### src/rtl/l1_distance_accum.sv
// Streams DIMS (point, centroid) pairs, accumulates |a - b| into an L1 distance
// and presents it on a valid/ready port. Define SIGNED_EN for two's-complement operands.
`timescale 1ns/1ps
module l1_distance_accum #(
    parameter int WIDTH = 16,
    parameter int DIMS  = 4,
    parameter int ACC_W = WIDTH + $clog2(DIMS)
) (
    input  logic             clk,
    input  logic             rst_n,
    input  logic             clear,
    input  logic             in_valid,
    output logic             in_ready,
    input  logic [WIDTH-1:0] in_a,
    input  logic [WIDTH-1:0] in_b,
    output logic             out_valid,
    input  logic             out_ready,
    output logic [ACC_W-1:0] out_dist,
    output logic             busy
);
    localparam int IDX_W = (DIMS > 1) ? $clog2(DIMS) : 1;
    localparam logic [IDX_W-1:0] IDX_LAST = IDX_W'(DIMS - 1);

    typedef enum logic {ACC = 1'b0, HOLD = 1'b1} state_e;

    state_e           state_q, state_d;
    logic [ACC_W-1:0] acc_q, acc_d;
    logic [ACC_W-1:0] dist_q, dist_d;
    logic [IDX_W-1:0] idx_q, idx_d;
    logic [WIDTH:0]   a_ext, b_ext, diff;
    logic [WIDTH-1:0] abs_val;
    logic [ACC_W-1:0] sum;
    logic             accept, last;

`ifdef SIGNED_EN
    assign a_ext = {in_a[WIDTH-1], in_a};
    assign b_ext = {in_b[WIDTH-1], in_b};
`else
    assign a_ext = {1'b0, in_a};
    assign b_ext = {1'b0, in_b};
`endif

    // |diff| never exceeds 2^WIDTH-1, so truncating the negation is exact
    assign diff    = a_ext - b_ext;
    assign abs_val = diff[WIDTH] ? WIDTH'(-diff) : WIDTH'(diff);
    assign sum     = acc_q + ACC_W'(abs_val);
    assign accept  = in_valid && (state_q == ACC);
    assign last    = (idx_q == IDX_LAST);

    always_ff @(posedge clk or negedge rst_n) begin
        if (!rst_n) begin
            state_q <= ACC;
            acc_q   <= '0;
            idx_q   <= '0;
            dist_q  <= '0;
        end else begin
            state_q <= state_d;
            acc_q   <= acc_d;
            idx_q   <= idx_d;
            dist_q  <= dist_d;
        end
    end

    // clear outranks both a final accept and the output handshake
    always_comb begin
        state_d = state_q;
        if (clear) begin
            state_d = ACC;
        end else if (state_q == ACC) begin
            if (accept && last) state_d = HOLD;
        end else if (out_ready) begin
            state_d = ACC;
        end
    end

    always_comb begin
        acc_d  = acc_q;
        idx_d  = idx_q;
        dist_d = dist_q;
        if (clear) begin
            acc_d = '0;
            idx_d = '0;
        end else if (accept) begin
            if (last) begin
                dist_d = sum;
                acc_d  = '0;
                idx_d  = '0;
            end else begin
                acc_d = sum;
                idx_d = idx_q + 1'b1;
            end
        end
    end

    always_comb begin
        in_ready  = (state_q == ACC);
        out_valid = (state_q == HOLD);
        busy      = (state_q == HOLD) || (idx_q != '0);
    end

    assign out_dist = dist_q;

endmodule
### config.mk
export PLATFORM = sky130hd
export DESIGN_NAME = l1_distance_accum
export DESIGN_NICKNAME = d
export VERILOG_FILES = /design/src/rtl/l1_distance_accum.sv
export SDC_FILE = /design/constraint.sdc
export NUM_CORES = 1
export LEC_CHECK = 0
export CAP_MARGIN = 20
export CORE_MARGIN = 2
export CORE_UTILIZATION = 50
export DETAILED_ROUTE_END_ITERATION = 16
export GPL_TIMING_DRIVEN = 0
export PLACE_DENSITY = 0.78
export SETUP_SLACK_MARGIN = 0.4
export SLEW_MARGIN = 5
export SYNTH_ARGS = -nofsm -noshare
export SYNTH_HDL_FRONTEND = slang
export SYNTH_SLANG_ARGS = --single-unit
### constraint.sdc
create_clock -name clk -period 2.35 [get_ports clk]
set_input_delay 0.47 -clock clk [delete_from_list [all_inputs] [get_ports clk]]
set_output_delay 0.47 -clock clk [all_outputs]
set_load 0.02 [all_outputs]
# [Yosys cells after proc, flatten, opt, wreduce, memory -nomap -nowiden]
# Cells that the tools add are included.
[totals] register_bits=39 wordCells=28 mem_bits_rw=0 inputBits=37 n_memories=0 latchBits=0 output_inout_bits=21 rom_bits=0
[op_classes] mul=0 n_mux=11 reduce_logical=6 div_mod_pow=0 bitwise=2 order_cmp=0 add_sub_neg=4 n_eq_ne=1 n_shift=0
[ops] cell="$mux W18" n=3
[ops] cell="$add A18 B16 Y18" n=1
[ops] cell="$sub A16 B16 Y17" n=1
[ops] cell="$mux W16" n=1
[ops] cell="$neg A16 Y16" n=1
[ops] cell="$mux W2" n=3
[ops] cell="$mux W1" n=4
[ops] cell="$reduce_bool A2 Y1" n=2
[ops] cell="$reduce_and A3 Y1" n=1
[ops] cell="$add A2 B1 Y2 const B" n=1
[ops] cell="$eq A2 B2 Y1 const B" n=1
[ops] cell="$logic_and A1 B1 Y1" n=2
[ops] cell="$not A1 Y1" n=2
[ops] cell="$logic_or A1 B1 Y1" n=1

# [Logic depth before layout (Yosys ltp)]
[logic_depth] depth_word=7 mapped_depth=22 ltp_nobuf=21

# [Least setup slack after synthesis]
# No wires, ideal clock.
[synth_path] path_kind="input to register" from="input in_a[0]" to="register dist_q[17], in the netlist out_dist[17]" stages=21 arrival_ps=4647 path_buffers=1 required_time_ps=2222 setup_time_ps=128 setup_slack_ps=-2425 path_cell_list="inv_1 ha_1 inv_1 fa_1 a211oi_2 o211ai_2 a311oi_1 o31ai_1 a21o_1 a21oi_1 buf_2 o21ai_0 xnor2_1 ha_1 or4_1 o21ai_0 nor3_1 o31a_1 o31ai_2 mux2i_1 nand3_1"
[synth_via] elab_chain_cells=4
[synth_rtl] item="start: declaration" line_no="14" rtl="input logic [WIDTH-1:0] in_a,"
[synth_rtl] item="$sub A16 B16 Y17 (*)" line_no="44" rtl="assign diff = a_ext - b_ext;"
[synth_rtl] item="$neg A16 Y16" line_no="45" rtl="assign abs_val = diff[WIDTH] ? WIDTH'(-diff) : WIDTH'(diff);"
[synth_rtl] item="$mux W16 (*)" line_no="45"
[synth_rtl] item="$add A18 B16 Y18 (*)" line_no="46" rtl="assign sum = acc_q + ACC_W'(abs_val);"
[synth_rtl] item="end signal: assignment" line_no="60" rtl="dist_q <= dist_d;"
[synth_rtl] item="end: declaration" line_no="28" rtl="logic [ACC_W-1:0] dist_q, dist_d;"
# Every way passes the cells marked *; elsewhere a longest branch is shown, timed or not.
# A chain may end at the register's enable or synchronous reset.

# [Worst setup path after layout]
# Same ends and word-level chain as after synthesis.

==> flow_summary.toml <==
[route]
num_vias = 3827
postRouteWirelength_um = 11170
route.detailed.drc = 0
ant_nets = 0
first_pass_iters = 5
post_drt_wl_per_cell_um = 17.03
via_per_inst = 5.834
drt_iter0_markers = 253

[clock_network]
htreeDepth = 2
clockBufferDepth = 2
cts_root_buf = "clkbuf_8"
cts_tree = "built"
cts-buffers-inserted = 5
holdBufCountCts = 0
cts_sinks = 39
clock_latency_ns = 0.30
clk_pin_slew_ns = 0.08

[finish]
area_growth_pct = 49.13
fin_area_mm2 = 0.005450
layout_common_cells = "nand2_1 (52), buf_4 (41), dfrtp_1 (39)"
final_cells = 656
drive_above_1_share = 0.3052
antenna_cells = 0
final_common_cell = "nand2_1"
final_nets = 630

[global_route]
grt_pass1_wl_um = 16770
antenna_found_initial = 0
grt_max_degree = 24
grt_util_all_layers = 0.2684
grt_pass1_vias = 3546
grt_overflow = 0

[sta]
setup_slack_ns = -2.274
finalMaxSlewViolations = 0
setup_violations = 34
worst-slew-pin-transition_ns = 0.5750
fin_crit_ns = 4.624
rsz0062_at_grt = "yes"
fin_skew_ns = 0.006660
period_share = 1.968
fin_setup_tns_ns = -62.73
timing_hold_violations_final = 0
fmax_mhz = 216.3
slew_headroom = 0.6118

[floorplanning]
core_region_area_mm2 = 0.007176
ioPinCount = 58
rows = 31
dieArea_mm2 = 0.008009
die_x_um = 89.50
start_util = 0.5093
die_y_um = 89.50

[power_and_ir_drop]
swShare = 0.4435
p_leak_nw = 2.426
p_comb_frac = 0.707
power.internal_w = 0.002816
p_clk_frac = 0.089
seqPwrFrac = 0.204
ir_drop_mv = 0.5152
p_per_area_mw_per_mm2 = 928.5
switching_power_w = 0.002244

[yosys]
synth_cell_types = 66
avgSynthCellArea_um2 = 8.441
ys_async_sr_fraction = 1.000
synth_fp_nets = 507
synth_enable_flop_cells = 0
ys_seq_area_frac = 0.2670
synth_area_mm2 = 0.003655
ys.warnings.count = 0
synth_flop_cell = "dfrtp_1"
synth_seq_cells = 39
syn-instance-count = 433

[run]
cap_violations = 0

[run_status]
status = "complete, but fails checks"
failed_checks = "setup timing"

[placement]
place_area_mm2 = 0.004468
dp_slack_ns = -3.170
place.gp.congestion = 0.8691
dp_hpwl_um = 6827
port_buffers = 57
place_inst = 590

[worst_setup_path]
critical_path_class = "in -> reg"
cp-end-kind = "flop"
critPathArrivalTime_ns = 4.81
cpLargestDelayFamily = "compound AO/OA/AOI/OAI gates"
crit_path_max_incr_delay_ns = 0.36
start_kind = "input pin"
worst-path-max-fanout = 6
cpMostUsedCell = "o31ai_4"
critPathBufInv = 4
cp.required_ns = 2.53
crit_slowest_cell = "fa_2"
crit_chain = "buf_8 -> inv_12 -> ha_4 -> inv_2 -> fa_2 -> a211oi_4 -> o211ai_4 -> a311oi_4 -> o31ai_4 -> a21o_1 -> a21o_2 -> a21oi_2 -> xnor2_1 -> ha_1 -> buf_4 -> nand4_1 -> nor2_1 -> o21a_2 -> o31a_1 -> o31ai_4 -> mux2i_1 -> nand3_1"

[hold_path]
hold_path_class = "in -> async"
final timing paths:
| kind | from | endpoint | slack (ns) | depth (start not counted) |
|---|---|---|---|---|
| max in group asynchronous | rst_n | acc_q[4] | 1.80 | 2 |
| worst max-delay path | in_a[0] | out_dist[17] | -2.27 | 22 |
| worst max register to register | acc_q[2] | out_dist[17] | -0.23 | 9 |
| worst min register to register | out_dist[3] | out_dist[3] | 0.48 | 2 |
| worst min-delay path | rst_n | acc_q[6] | 0.1 | 1 |
| min in group clk | out_dist[3] | out_dist[3] | 0.48 | 2 |
kinds of logic (layout without fill, tap and decap cells):
| kind of cell | count (synthesis) | count (layout) | share of synthesized area |
|---|---|---|---|
| simple gates | 133 | 133 | 0.1746 |
| xor+xnor | 28 | 28 | 0.07223 |
| buf+inv | 48 | 172 | 0.05204 |
| flops | 39 | 39 | 0.2670 |
| mux | 7 | 7 | 0.01986 |
| fa+ha+maj | 37 | 37 | 0.1308 |
| compound gates | 141 | 141 | 0.2835 |
synthesized netlist by cell type (3+ instances only):
cell type,count,share of area
a211o_1,3,0.0072
a211oi_1,4,0.0082
a211oi_2,4,0.014
a21o_1,13,0.027
a21oi_1,23,0.031
a22o_1,5,0.012
and2_1,5,0.0086
clkbuf_1,9,0.0092
dfrtp_1,39,0.27
ha_1,35,0.12
inv_1,36,0.037
mux2i_1,5,0.014
nand2_1,54,0.055
nand2b_1,8,0.014
nand3_1,5,0.0068
nand4_1,3,0.0051
nor2_1,25,0.026
nor2b_1,3,0.0051
nor3_1,9,0.012
o211ai_1,4,0.0082
o21a_1,13,0.027
o21ai_0,29,0.040
o21ai_1,3,0.0041
o31ai_1,9,0.018
or3_1,6,0.010
xnor2_1,22,0.053
xor2_1,5,0.012
per-layer routing:
| metal | up-vias | GRT usage | routed length [µm] |
|---|---|---|---|
| li1 | 1816 | - | - |
| met1 | 1810 | 0.3651 | 4747 |
| met2 | 171 | 0.4458 | 5496 |
| met3 | 30 | 0.03139 | 634 |
| met4 | 0 | 0.08277 | 292 |
| met5 | - | 0 | 0 |
through the flow:
| stage | total power (W) | hold slack (ns) | utilization |
|---|---|---|---|
| final | 0.005060 | 0.09853 | 0.7595 |
| after global routing | 0.005333 | 0.1234 | 0.7595 |
| after CTS | 0.004494 | 0.1201 | 0.7266 |
| after detailed placement | 0.003477 | 0.4327 | 0.6227 |
| after global placement | 0.003407 | 0.4595 | 0.6195 |
| after floorplan | 0.002794 | 0.1744 | - |
repair_timing:
action,in CTS,in global routing
endpoints found under the setup margin,38,37
gates resized for setup,99,41
buffers inserted,49,9
pin swaps,55,32
registers in the layout, summed over array words and instances (netlist names):
register and flops:
acc_q 18, idx_q 2, out_dist 18, out_valid 1
power by group through the flow:
stage / combinational [W] / sequential (W) / clock [W]
floorplan: 0.00166 / 0.00113 / 0
global placement: 0.00239 / 0.00102 / 0
detailed placement: 0.00245 / 0.00103 / 0
CTS: 0.00302 / 0.00102 / 0.000449
global route: 0.00380 / 0.00105 / 0.000477
finish: 0.00358 / 0.00103 / 0.000450
layout make-up:
cell class	instances	area [µm²]
flip-flops and latches	39	975.9
multi-input cells	346	2967
clock inverters	1	5.005
repair buffers	116	1072
fillers	461	1725
clock buffers	7	76.32
plain buffers	12	82.58
inverters	36	147.6
well taps	99	123.9
No activity file was read; power rests on OpenSTA's default activity.
